--- src/rtl/lbp_gray_mem_arbiter_pkg.sv ---
// Shared constants and types for the gray-image RAM arbiter slice.
package lbp_gray_mem_arbiter_pkg;
  localparam int ADDR_W = 14;
  localparam int DATA_W = 8;

  typedef enum logic [1:0] {
    OWN_NONE = 2'd0,
    OWN_A    = 2'd1,
    OWN_B    = 2'd2
  } owner_t;
endpackage

--- src/rtl/lbp_gray_mem_arbiter_if.sv ---
// Requester A/B handshakes plus the single-port RAM macro pins, as seen by the arbiter.
interface lbp_gray_mem_arbiter_if;
  import lbp_gray_mem_arbiter_pkg::*;

  logic              a_req;
  logic [ADDR_W-1:0] a_addr;
  logic              a_grant;
  logic              a_rvalid;
  logic [DATA_W-1:0] a_rdata;
  logic              b_req;
  logic              b_we;
  logic [ADDR_W-1:0] b_addr;
  logic [DATA_W-1:0] b_wdata;
  logic              b_grant;
  logic              b_rvalid;
  logic [DATA_W-1:0] b_rdata;
  logic              mem_cs;
  logic              mem_we;
  logic [ADDR_W-1:0] mem_addr;
  logic [DATA_W-1:0] mem_wdata;
  logic [DATA_W-1:0] mem_rdata;

  modport slave (
    input  a_req, a_addr, b_req, b_we, b_addr, b_wdata, mem_rdata,
    output a_grant, a_rvalid, a_rdata, b_grant, b_rvalid, b_rdata,
           mem_cs, mem_we, mem_addr, mem_wdata
  );

  modport master (
    output a_req, a_addr, b_req, b_we, b_addr, b_wdata, mem_rdata,
    input  a_grant, a_rvalid, a_rdata, b_grant, b_rvalid, b_rdata,
           mem_cs, mem_we, mem_addr, mem_wdata
  );
endinterface

--- src/rtl/lbp_gray_mem_arbiter_rr_pick.sv ---
// Two-way pick: a lone requester wins; under contention the owner keeps the RAM
// until its burst cap is hit, and with no owner the requester not served last wins.
module lbp_gray_mem_arbiter_rr_pick
  import lbp_gray_mem_arbiter_pkg::*;
(
  input  logic   a_req,
  input  logic   b_req,
  input  owner_t owner,
  input  owner_t last,
  input  logic   cnt_at_max,
  output logic   pick_a,
  output logic   pick_b
);

  // Combinational grant decision.
  always_comb begin
    pick_a = 1'b0;
    pick_b = 1'b0;
    if (a_req && !b_req) begin
      pick_a = 1'b1;
    end else if (b_req && !a_req) begin
      pick_b = 1'b1;
    end else if (a_req && b_req) begin
      case (owner)
        OWN_A: begin
          pick_a = ~cnt_at_max;
          pick_b = cnt_at_max;
        end
        OWN_B: begin
          pick_a = cnt_at_max;
          pick_b = ~cnt_at_max;
        end
        default: begin
          pick_a = (last != OWN_A);
          pick_b = (last == OWN_A);
        end
      endcase
    end else begin
      pick_a = 1'b0;
      pick_b = 1'b0;
    end
  end

endmodule

--- src/rtl/lbp_gray_mem_arbiter.sv ---
// Shares one single-port gray RAM between the LBP engine (A, read-only) and the host (B),
// with same-cycle grants, round-robin ties and a bounded burst hold.
module lbp_gray_mem_arbiter
  import lbp_gray_mem_arbiter_pkg::*;
#(
  parameter int MAX_BURST = 4
) (
  input  logic                  clk,
  input  logic                  reset,
  lbp_gray_mem_arbiter_if.slave bus
);

  localparam int CNT_W = (MAX_BURST < 2) ? 1 : $clog2(MAX_BURST + 1);

  owner_t            owner_r;
  owner_t            last_r;
  logic [CNT_W-1:0]  cnt_r;
  logic              a_rvalid_r;
  logic              b_rvalid_r;
  logic              pick_a_s;
  logic              pick_b_s;
  logic              a_grant_s;
  logic              b_grant_s;
  logic              cnt_at_max_s;
  logic              mem_cs_s;
  logic              mem_we_s;
  logic [ADDR_W-1:0] mem_addr_s;
  logic [DATA_W-1:0] mem_wdata_s;

  assign cnt_at_max_s = (cnt_r == CNT_W'(MAX_BURST));

  lbp_gray_mem_arbiter_rr_pick u_pick (
    .a_req      (bus.a_req),
    .b_req      (bus.b_req),
    .owner      (owner_r),
    .last       (last_r),
    .cnt_at_max (cnt_at_max_s),
    .pick_a     (pick_a_s),
    .pick_b     (pick_b_s)
  );

  // Nothing reaches the RAM while reset is held.
  assign a_grant_s = pick_a_s & ~reset;
  assign b_grant_s = pick_b_s & ~reset;

  // Ownership, burst count and read-return pipeline.
  always_ff @(posedge clk) begin
    if (reset) begin
      owner_r    <= OWN_NONE;
      last_r     <= OWN_B;
      cnt_r      <= CNT_W'(1);
      a_rvalid_r <= 1'b0;
      b_rvalid_r <= 1'b0;
    end else begin
      a_rvalid_r <= a_grant_s;
      b_rvalid_r <= b_grant_s & ~bus.b_we;
      if (a_grant_s) begin
        last_r <= OWN_A;
        if (owner_r == OWN_A) begin
          cnt_r <= cnt_at_max_s ? cnt_r : cnt_r + CNT_W'(1);
        end else begin
          owner_r <= OWN_A;
          cnt_r   <= CNT_W'(1);
        end
      end else if (b_grant_s) begin
        last_r <= OWN_B;
        if (owner_r == OWN_B) begin
          cnt_r <= cnt_at_max_s ? cnt_r : cnt_r + CNT_W'(1);
        end else begin
          owner_r <= OWN_B;
          cnt_r   <= CNT_W'(1);
        end
      end else begin
        owner_r <= OWN_NONE;
        cnt_r   <= CNT_W'(1);
      end
    end
  end

  // RAM pin mux driven by whichever requester holds this cycle's grant.
  always_comb begin
    mem_cs_s    = 1'b0;
    mem_we_s    = 1'b0;
    mem_addr_s  = {ADDR_W{1'b0}};
    mem_wdata_s = {DATA_W{1'b0}};
    if (a_grant_s) begin
      mem_cs_s   = 1'b1;
      mem_addr_s = bus.a_addr;
    end else if (b_grant_s) begin
      mem_cs_s    = 1'b1;
      mem_we_s    = bus.b_we;
      mem_addr_s  = bus.b_addr;
      mem_wdata_s = bus.b_wdata;
    end else begin
      mem_cs_s = 1'b0;
    end
  end

  assign bus.a_grant   = a_grant_s;
  assign bus.b_grant   = b_grant_s;
  assign bus.mem_cs    = mem_cs_s;
  assign bus.mem_we    = mem_we_s;
  assign bus.mem_addr  = mem_addr_s;
  assign bus.mem_wdata = mem_wdata_s;
  // A read launched just before reset is squashed rather than returned.
  assign bus.a_rvalid  = a_rvalid_r & ~reset;
  assign bus.b_rvalid  = b_rvalid_r & ~reset;
  assign bus.a_rdata   = bus.mem_rdata;
  assign bus.b_rdata   = bus.mem_rdata;

endmodule

--- src/flat_wrapper.sv ---
// flat-port wrapper written by rule: the top's interface ports become plain ports
module lbp_gray_mem_arbiter_flat import lbp_gray_mem_arbiter_pkg::*;
#(
  parameter int MAX_BURST = 4
)
  (clk, reset, bus_a_req, bus_a_addr, bus_b_req, bus_b_we, bus_b_addr, bus_b_wdata, bus_mem_rdata, bus_a_grant, bus_a_rvalid, bus_a_rdata, bus_b_grant, bus_b_rvalid, bus_b_rdata, bus_mem_cs, bus_mem_we, bus_mem_addr, bus_mem_wdata);
  lbp_gray_mem_arbiter_if bus_i ();
  input  logic clk;
  input  logic reset;
  input wire logic [$bits(bus_i.a_req)-1:0] bus_a_req;
  input wire logic [$bits(bus_i.a_addr)-1:0] bus_a_addr;
  input wire logic [$bits(bus_i.b_req)-1:0] bus_b_req;
  input wire logic [$bits(bus_i.b_we)-1:0] bus_b_we;
  input wire logic [$bits(bus_i.b_addr)-1:0] bus_b_addr;
  input wire logic [$bits(bus_i.b_wdata)-1:0] bus_b_wdata;
  input wire logic [$bits(bus_i.mem_rdata)-1:0] bus_mem_rdata;
  output wire logic [$bits(bus_i.a_grant)-1:0] bus_a_grant;
  output wire logic [$bits(bus_i.a_rvalid)-1:0] bus_a_rvalid;
  output wire logic [$bits(bus_i.a_rdata)-1:0] bus_a_rdata;
  output wire logic [$bits(bus_i.b_grant)-1:0] bus_b_grant;
  output wire logic [$bits(bus_i.b_rvalid)-1:0] bus_b_rvalid;
  output wire logic [$bits(bus_i.b_rdata)-1:0] bus_b_rdata;
  output wire logic [$bits(bus_i.mem_cs)-1:0] bus_mem_cs;
  output wire logic [$bits(bus_i.mem_we)-1:0] bus_mem_we;
  output wire logic [$bits(bus_i.mem_addr)-1:0] bus_mem_addr;
  output wire logic [$bits(bus_i.mem_wdata)-1:0] bus_mem_wdata;
  assign bus_i.a_req = bus_a_req;
  assign bus_i.a_addr = bus_a_addr;
  assign bus_i.b_req = bus_b_req;
  assign bus_i.b_we = bus_b_we;
  assign bus_i.b_addr = bus_b_addr;
  assign bus_i.b_wdata = bus_b_wdata;
  assign bus_i.mem_rdata = bus_mem_rdata;
  assign bus_a_grant = bus_i.a_grant;
  assign bus_a_rvalid = bus_i.a_rvalid;
  assign bus_a_rdata = bus_i.a_rdata;
  assign bus_b_grant = bus_i.b_grant;
  assign bus_b_rvalid = bus_i.b_rvalid;
  assign bus_b_rdata = bus_i.b_rdata;
  assign bus_mem_cs = bus_i.mem_cs;
  assign bus_mem_we = bus_i.mem_we;
  assign bus_mem_addr = bus_i.mem_addr;
  assign bus_mem_wdata = bus_i.mem_wdata;
  lbp_gray_mem_arbiter #(.MAX_BURST(MAX_BURST)) u_core (.clk(clk), .reset(reset), .bus(bus_i));
endmodule
--- config.mk ---
export PLATFORM = sky130hd
export DESIGN_NAME = lbp_gray_mem_arbiter_flat
export DESIGN_NICKNAME = d
export VERILOG_FILES = /design/src/rtl/lbp_gray_mem_arbiter_pkg.sv /design/src/rtl/lbp_gray_mem_arbiter_if.sv /design/src/rtl/lbp_gray_mem_arbiter_rr_pick.sv /design/src/rtl/lbp_gray_mem_arbiter.sv /design/src/flat_wrapper.sv
export SDC_FILE = /design/constraint.sdc
export NUM_CORES = 1
export LEC_CHECK = 0
export ABC_AREA = 1
export CORE_ASPECT_RATIO = 1.1
export CORE_MARGIN = 2
export CORE_UTILIZATION = 31
export DETAILED_ROUTE_END_ITERATION = 16
export PLACE_DENSITY_LB_ADDON = 0.08
export SLEW_MARGIN = 20
export SYNTH_ARGS = -nofsm -noshare
export SYNTH_HDL_FRONTEND = slang
export SYNTH_SLANG_ARGS = --single-unit
--- constraint.sdc ---
create_clock -name clk -period 5.11 [get_ports clk]
set_input_delay 1.022 -clock clk [delete_from_list [all_inputs] [get_ports clk]]
set_output_delay 1.022 -clock clk [all_outputs]
set_load 0.02 [all_outputs]
# ---- Yosys cells after proc, flatten, opt, wreduce, memory -nomap -nowiden
# Index checks and enable logic that the tools add are counted.
dict set report classes {
  n_addsub 1
  eq_ne 7
  n_mux 27
  n_bitwise 8
  n_reduce_logical 7
}
# operator count
set ops {}
lappend ops {{$mux W14} 2}
lappend ops {{$mux W8} 2}
lappend ops {{$mux W3} 5}
lappend ops {{$mux W2} 6}
lappend ops {{$mux W1} 10}
lappend ops {{$and A1 B1 Y1} 5}
lappend ops {{$eq A2 B1 Y1 const B} 2}
lappend ops {{$pmux W1 S2} 2}
lappend ops {{$add A3 B1 Y3 const B} 1}
lappend ops {{$eq A3 B3 Y1 const B} 1}
lappend ops {{$logic_and A1 B1 Y1} 3}
lappend ops {{$ne A3 B3 Y1 const B} 1}
lappend ops {{$not A1 Y1} 3}
lappend ops {{$eq A2 B2 Y1 const B} 1}
lappend ops {{$logic_not A1 Y1} 2}
lappend ops {{$ne A2 B1 Y1 const B} 1}
lappend ops {{$ne A2 B2 Y1 const B} 1}
lappend ops {{$reduce_and A2 Y1} 1}
lappend ops {{$reduce_bool A2 Y1} 1}
dict set report totals {
  register_bits 9
  input_bits 49
  out_inout_bits 44
}

# ---- Longest topological paths before layout
# Gate-level depths: netlist (run 1).
dict set report logic_depth {
  word_depth 9
  ltp_mapped 12
  depth_no_buf 11
}

# ---- By module
# A second synthesis (run 1) with hierarchy kept.
dict set report hier_totals {
  hier_cells 162
  area_unflattened_um2 935.9
}
# module n_inst cells_each area_per_inst_um2 seq_area_each_um2
set modules_own_cells {}
lappend modules_own_cells {lbp_gray_mem_arbiter 1 134 805.8 180.2}
lappend modules_own_cells {lbp_gray_mem_arbiter_rr_pick 1 28 130.1 0.0}

# ---- Worst setup path after synthesis (run 1)
# No wires, ideal clock.
dict set report synth_timing {
  kind {in2out}
  start {input reset}
  end {output bus_mem_wdata[0]}
  arrival_ns 1.899
  t_required_ns 4.088
  setup_slack_ns 2.189
  path_stages 5
  n_path_buf 0
  path_cell_list {inv_1 nand3_4 inv_2 nand2_1 nor2_1}
}
dict set report synth_via {
  elab_chain_cells 4
  word_cells_on_any_way 5
  classes_between {mux: 2; bitwise: 3}
}
# element line_no
set synth_lines {}
lappend synth_lines {{start: declaration} flat_wrapper.sv:9} ;# input logic reset;
lappend synth_lines {{$not A1 Y1} lbp_gray_mem_arbiter.sv:44} ;# assign b_grant_s = pick_b_s & ~reset;
lappend synth_lines {{$and A1 B1 Y1} lbp_gray_mem_arbiter.sv:44}
lappend synth_lines {{net bus_b_grant} flat_wrapper.sv:20} ;# output wire logic [$bits(bus_i.b_grant)-1:0] bus_b_grant;
lappend synth_lines {{$mux W8} lbp_gray_mem_arbiter.sv:89} ;# end else if (b_grant_s) begin
lappend synth_lines {{$mux W8} lbp_gray_mem_arbiter.sv:86} ;# if (a_grant_s) begin
lappend synth_lines {{end: declaration} flat_wrapper.sv:26} ;# output wire logic [$bits(bus_i.mem_wdata)-1:0] bus_mem_wdata;
# The timed path passes the listed nets, and every way through them passes these cells.

# ---- Final worst setup path (run 1)
dict set report layout_timing {
  start {input reset}
  end {output bus_mem_addr[7]}
}
dict set report layout_via {
  elab_chain_cells 4
  word_cells_on_any_way 5
  classes_between {mux: 2; bitwise: 3}
}
# element line_no
set layout_lines {}
lappend layout_lines {{$not A1 Y1 *} {lbp_gray_mem_arbiter.sv:43, lbp_gray_mem_arbiter.sv:44}}
lappend layout_lines {{$and A1 B1 Y1} lbp_gray_mem_arbiter.sv:44}
lappend layout_lines {{$mux W14} lbp_gray_mem_arbiter.sv:89}
lappend layout_lines {{$mux W14 *} lbp_gray_mem_arbiter.sv:86}
lappend layout_lines {{end: declaration} flat_wrapper.sv:25} ;# output wire logic [$bits(bus_i.mem_addr)-1:0] bus_mem_addr;
# Mark *: on every way between the ends. The rest lies on a longest branch, timed or not.

==> results of run 1 <==
[routing by layer]
| layer | GRT usage, % | vias up | routed length [um] |
|---|---|---|---|
| li1 | - | 540 | - |
| met1 | 15.9 | 441 | 1040 |
| met2 | 29.1 | 47 | 1310 |
| met3 | 3.20 | 5 | 194 |
| met4 | 8.01 | 0 | 34 |
| met5 | 0 | - | 0 |
[how the worst max path moves through the flow]
| stage | start | to | slack, ps |
|---|---|---|---|
| CTS | reset | bus_mem_addr[1] | 1120 |
| floorplan | reset | bus_mem_wdata[0] | 2190 |
| global route | reset | bus_mem_addr[13] | 1020 |
| global placement | bus_b_req | bus_mem_addr[5] | 1160 |
| finish | reset | bus_mem_addr[7] | 1150 |
| detailed placement | reset | bus_mem_addr[1] | 1120 |
[state kept, by name, summed over array words and instances, names as in the netlist]
name and flops:
u_core.cnt_r 3, u_core.last_r 2, u_core.owner_r 2, u_core.a_rvalid_r 1
u_core.b_rvalid_r 1
[final cells by class]
class / count / share of cell area (%)
timing repair buffer: 68 / 45.1
multi-input combinational: 105 / 34.3
sequential: 9 / 11.9
inverter: 16 / 4.15
tap: 33 / 2.74
clock buffer: 4 / 1.74
[layout by cell type, fill, tap and decap left out]
master,count
clkdlybuf4s50_1,68
nand2_1,61
nor2_1,15
inv_1,14
nand3_1,9
dfxtp_1,9
nand2_2,4
ha_1,4
clkbuf_4,3
nand2_4,2
inv_4,1
o21ai_1,1
nand3_4,1
inv_2,1
nor2_4,1
mux2i_1,1
nand4_1,1
nand3b_1,1
xor2_1,1
a31oi_2,1
or2_2,1
o21ai_0,1
clkbuf_1,1
[critical path, stage by stage]
cell	delay (ps)
clkdlybuf4s50_1	440
inv_1	260
nand3_4	140
nor2_4	300
nand2_1	100
nand2_1	70
clkdlybuf4s50_1	590
[report_power, final]
| group | switching [mW] | internal (mW) | total [mW] |
|---|---|---|---|
| sequential | 0.00561 | 0.0803 | 0.0859 |
| combinational | 0.0833 | 0.0810 | 0.164 |
| clock | 0.0223 | 0.0299 | 0.0522 |
| total | 0.111 | 0.191 | 0.303 |
[metrics by stage]
step	setup slack, ps	instances	total power [mW]	area (um^2)	utilization [%]
floorplan	2190	149	0.197	915	-
global route	1020	235	0.327	1510	54.3
detailed placement	1120	231	0.253	1480	53.4
CTS	1120	235	0.308	1510	54.3
global placement	1160	231	0.250	1480	53.4
finish	1150	235	0.303	1510	54.3
[logic make-up after synthesis]
family	count (synthesis)	share of synthesized area, %
xor gates and xnor gates	1	0.958
AOI/OAI and AO/OA	3	2.46
and+or+nand+nor	96	46.6
adders and majority gates	4	5.47
buffers and inverters	35	23.7
muxes	1	1.09
DFF	9	19.7
==> summary.md, run 1 <==
| Metric | Value |
|---|---|
| Run status | completed |
| Top cell type's share of synthesized area | 25.0% |
| Syn avg cell area | 6.14 um^2 |
| End of the worst register-to-register path | u_core.owner_r[1] |
| # DRC | 0 |
| Hold WS | 483 ps |
| Leak | 0.715 nW |
| Root buffer cell | clkbuf_4 |
| Initial DRC count | 28 |
| RSZ-0062 raised after global routing | false |
| Worst endpoint required time | 4090 ps |
| Core area | 2780 um^2 |
| Layout net count | 256 |
| PD cells | 200 nW/um^2 |
| Clock Path Buffers | 2 |
| CP Max Fanout | 15 |
| Initial core utilization | 32.9% |
| Die width | 55.8 um |
| Antenna cells | 0 |
| Final ANT Viol Nets | 0 |
| Hold-fix buffers, CTS | 0 |
| Drt pass-1 iters | 4 |
| Worst Hold Class | reg2reg |
| Clock Pin Slew Worst Setup and Hold Paths | 50 ps |
| Cell with the most instances after synthesis | nand2_1 |
| Vias in the first global route | 930 |
| Top cells by area, synth | nand2_1, dfxtp_1, buf_4 |
| GR Overflow Total | 0 |
| Die Area | 3400 um^2 |
| CP Data Arrival Time | 2940 ps |
| Setup crit end kind | output pin |
| Clk_lat worst skew | 260 ps |
| Hold path start | u_core.last_r[0] |
| Number of enable flip-flop cells after synthesis | 0 |
| YS warnings | 0 |
| Startpoint class of the critical path | input pin |
| RD Place Congestion | 0.836 |
| CTS tree | built |
| Multi-input logic area | 518 um^2 |
| Max transition margin | 76.7% |
| Slew Limit Fails | 0 |
| Peak Freq | 253 MHz |
| Max-cap violations | 0 |
| # rows | 20 |
| Max VDD drop | 0.155 mV |
| Register area share after synthesis | 19.7% |
| PostCTS Resize Cnt | 0 |
| # setup viols final | 0 |
| First-pass GRT wire length | 4050 um |
| Flops & latches, synth | 9 |
| Syn_nets | 202 |
| Post-Syn Instances | 149 |
| Tcrit/Tclk final | 77.5% |
| Top Ports | 93 |
| Worst Reg-to-Reg Cells | 10 |
| Largest net degree at the start of global routing | 26 |
| DRT Wirelength | 2580 um |
| GR Util All Layers | 15.2% |
| H-tree Lvls | 1 |
| Area Overhead vs Synth | 65.0% |
| DP Wirelength | 2130 um |
| Commonest cells post-synth | nand2_1, buf_4, nor2_1 |
| Initial antenna violation count | 0 |
| Top_reg_cell synth | dfxtp_1 |
| Slew @ Worst Pin | 349 ps |
| Clk sinks | 9 |
| Via count | 1033 |
| Fillers | 266 |
| Worst R2R Setup Slack | 3390 ps |
| Worst Setup Path Type | in2out |
| Syn Std Cell Area | 915 um^2 |
| Area leader, netlist | nand2_1 |
| Final hold vios | 0 |
| CTS Buf Count | 3 |
| Post-CTS Setup Bufs | 0 |
| Hold EP | u_core.last_r[0] |
| Number of buffers added on ports | 68 |
| Worst r2r src | u_core.owner_r[0] |
| Storage element area | 180 um^2 |
| Detailed-route vias per instance | 4.40 |
| Hold path depth | 2 |
| Setup TNS | 0 ps |
| Min cycle time layout | 3960 ps |
| Synth unique cells | 22 |
| Height of the die | 61.0 um |
| Clock Skew | 8.49 ps |
| Layout cells sized above 1 | 7.43% |
| FFs w/ async S/R, synth | 0% |
| WL/cell | 11.0 um |
Note: power is estimated with default switching activity, not from simulation.
==> run 2, diff against run 1 <==
--- a/config.mk
+++ b/config.mk
@@ -8,7 +8,7 @@
 export ABC_AREA = 1
 export CORE_ASPECT_RATIO = 1.1
 export CORE_MARGIN = 2
-export CORE_UTILIZATION = 31
+export CORE_UTILIZATION = 29
 export DETAILED_ROUTE_END_ITERATION = 16
 export PLACE_DENSITY_LB_ADDON = 0.08
 export SLEW_MARGIN = 20
==> constraint.sdc (replaced) <==
create_clock -name clk -period 3.7 [get_ports clk]
set_input_delay 0.74 -clock clk [delete_from_list [all_inputs] [get_ports clk]]
set_output_delay 0.74 -clock clk [all_outputs]
set_load 0.02 [all_outputs]
==> run 2 against run 1 <==
  * Clock power is 49% higher
  * Core utilization down 4.3 points
  * Sequential share of layout area barely moved
  * Routed wire length fell by 0.50%
  * First-iteration DRC count increased by 100%
  * Worst hold slack improved by 1.9 ps
  * Critical endpoint is now bus_mem_addr[4]
  * Largest power group unchanged
==> summary.md, run 2 (synthesized netlist as in run 1, its figures left out) <==
| Metric | Value |
|---|---|
| Vias in the first global route | 1004 (+8.0%) |
| Slew Limit Fails | 0 (unchanged) |
| Area Overhead vs Synth | 65.1% (about the same) |
| Clk pwr share | 18.4% (+1.1 points) |
| Largest net degree at the start of global routing | 26 (unchanged) |
| GR Util All Layers | 15.0% (-0.18 points) |
| Hold path depth | 2 (unchanged) |
| Startpoint class of the critical path | input pin |
| Final ANT Viol Nets | 0 (unchanged) |
| Hold EP | u_core.last_r[0] |
| PostCTS Resize Cnt | 0 (unchanged) |
| Setup crit end kind | output pin |
| Internal power | 265 uW (+38%) |
| Tot Pwr | 424 uW (+40%) |
| Sw Pwr | 159 uW (+43%) |
| Die Area | 3620 um^2 (+6.4%) |
| Layout net count | 256 (unchanged) |
| Detailed-route vias per instance | 4.39 (about the same) |
| Worst R2R Setup Slack | 2030 ps (-1360 ps) |
| Min cycle time layout | 3380 ps |
| Max transition margin | 77.9% (+1.2 points) |
| Sw Ratio | 37.5% (+0.77 points) |
| WP buf/inv | 3 (unchanged) |
| CTS tree | built |
| CTS Buf Count | 3 (unchanged) |
| Clock Path Buffers | 2 (unchanged) |
| Initial DRC count | 56 (+100%) |
| Initial antenna violation count | 0 (unchanged) |
| Clk_lat worst skew | 260 ps (about the same) |
| Tcrit/Tclk final | 91.4% |
| Finished layout cell area | 1510 um^2 (about the same) |
| Clk sinks | 9 (unchanged) |
| # DRC | 0 (unchanged) |
| Worst Setup Path Type | in2out |
| Top Ports | 93 (unchanged) |
| Max VDD drop | 0.225 mV (+45%) |
| Core area | 3020 um^2 (+8.8%) |
| Cell Chain, Critical Path | clkdlybuf4s50_1, inv_1, nand3_4, nor2_4, nand2_1, nand2_1, clkdlybuf4s50_1 |
| Clock Pin Slew Worst Setup and Hold Paths | 60 ps (about the same) |
| Number of flip-flops in the largest register | 3 (unchanged) |
| Height of the die | 62.9 um (+3.2%) |
| # rows | 21 (+5.0%) |
| Drt pass-1 iters | 4 (unchanged) |
| Commonest non-fill, non-tap cell in the layout | clkdlybuf4s50_1 |
| Layout cells sized above 1 | 7.43% (unchanged) |
| Worst Hold Class | reg2reg |
| Final hold vios | 0 (unchanged) |
| Comb pwr share | 53.5% (-0.8 points) |
| Worst Reg-to-Reg Cells | 10 (unchanged) |
| RSZ-0062 raised after global routing | false |
| Setup TNS | 0 ps (unchanged) |
| Worst endpoint required time | 2960 ps (-1130 ps) |
| End of the worst register-to-register path | u_core.owner_r[1] |
| Clock Skew | 3.72 ps (-4.77 ps) |
| # setup viols final | 0 (unchanged) |
| PD cells | 281 nW/um^2 (+40%) |
| Sequential share of power | 28.1% (-0.3 points) |
| Initial core utilization | 30.3% (-2.7 points) |
| Top flop regs | u_core.cnt_r (3), u_core.last_r (2), u_core.owner_r (2) |
| Worst r2r src | u_core.owner_r[0] |
| CP Max Fanout | 15 (unchanged) |
| Most flops, register | u_core.cnt_r |
| Peak Freq | 296 MHz |
| Hold-fix buffers, CTS | 0 (unchanged) |
| H-tree Lvls | 1 (unchanged) |
| Hold path start | u_core.last_r[0] |
| Die width | 57.5 um (+3.1%) |
| RD Place Congestion | 0.781 (-6.6%) |
| Via count | 1037 (+0.39%) |
| Max-cap violations | 0 (unchanged) |
| Delay of the slowest cell on the worst path | 590 ps (about the same) |
| DRT Wirelength | 2570 um (-0.50%) |
| Number of buffers added on ports | 68 (unchanged) |
| Run status | completed |
| Root buffer cell | clkbuf_4 |
| Most frequent cells in the layout | clkdlybuf4s50_1, nand2_1, nor2_1, inv_1 |
| GR Overflow Total | 0 (unchanged) |
| First-pass GRT wire length | 4410 um (+8.9%) |
| CP max stage cell | clkdlybuf4s50_1 |
| Worst path top cell family by delay | buffers and inverters |
| WL/cell | 10.9 um (-0.93%) |
| Post-CTS Setup Bufs | 0 (unchanged) |
| CP Data Arrival Time | 2640 ps (-300 ps) |
| Slew @ Worst Pin | 330 ps (-18.5 ps) |
| Antenna cells | 0 (unchanged) |
| Leak | 0.715 nW (unchanged) |
| Placed inst area | 1480 um^2 (about the same) |
| DP Wirelength | 2080 um (-2.4%) |
## run 2: cell counts in the layout (fill, tap and decap cells not counted)
No cell type changed its count.
## run 2: worst max-delay path by stage
stage / from / end / slack, ps / cells past startpoint
final: reset / bus_mem_addr[4] / 320 / 7
after global routing: reset / bus_mem_addr[4] / 130 / 7
after CTS: reset / bus_mem_addr[4] / 280 / 7
after detailed placement: reset / bus_mem_addr[4] / 290 / 7
after global placement: reset / bus_mem_addr[8] / 310 / 7
after floorplan: reset / bus_mem_wdata[0] / 1340 / 5
## run 2: power groups by stage
stage / combinational [mW] / sequential (mW) / clock (mW)
detailed placement: 0.228 / 0.121 / 0
global route: 0.250 / 0.121 / 0.0843
CTS: 0.229 / 0.119 / 0.0793
finish: 0.227 / 0.119 / 0.0780
floorplan: 0.154 / 0.119 / 0
global placement: 0.226 / 0.120 / 0
## run 2: tightest hold or removal path: stages, from the launching register on
cell and delay [ps]:
dfxtp_1 320, nand3_1 80, nand2_1 40
## run 2: metrics by stage
stage | setup slack, ps | hold slack, ps | cells | utilization [%]
global placement | 309 | 476 | 232 | 49.1
detailed placement | 287 | 472 | 232 | 49.1
finish | 320 | 485 | 236 | 50.0
CTS | 283 | 481 | 236 | 50.0
floorplan | 1340 | 444 | 149 | -
global route | 134 | 520 | 236 | 50.0
## run 2: layout make-up
type                    count  area [um^2]
inverters                  16         62.6
clock buffers               4         26.3
well taps                  34         42.5
repair buffers             68          681
multi-input cells         105          518
fillers                   332         1510
flip-flops and latches      9          180
## run 2: metal layers
metal	track usage (%)	vias up	wire, um
li1	-	541	-
met5	0	-	0
met2	26.1	46	1240
met4	4.94	0	30
met1	17.6	444	1050
met3	3.73	6	255
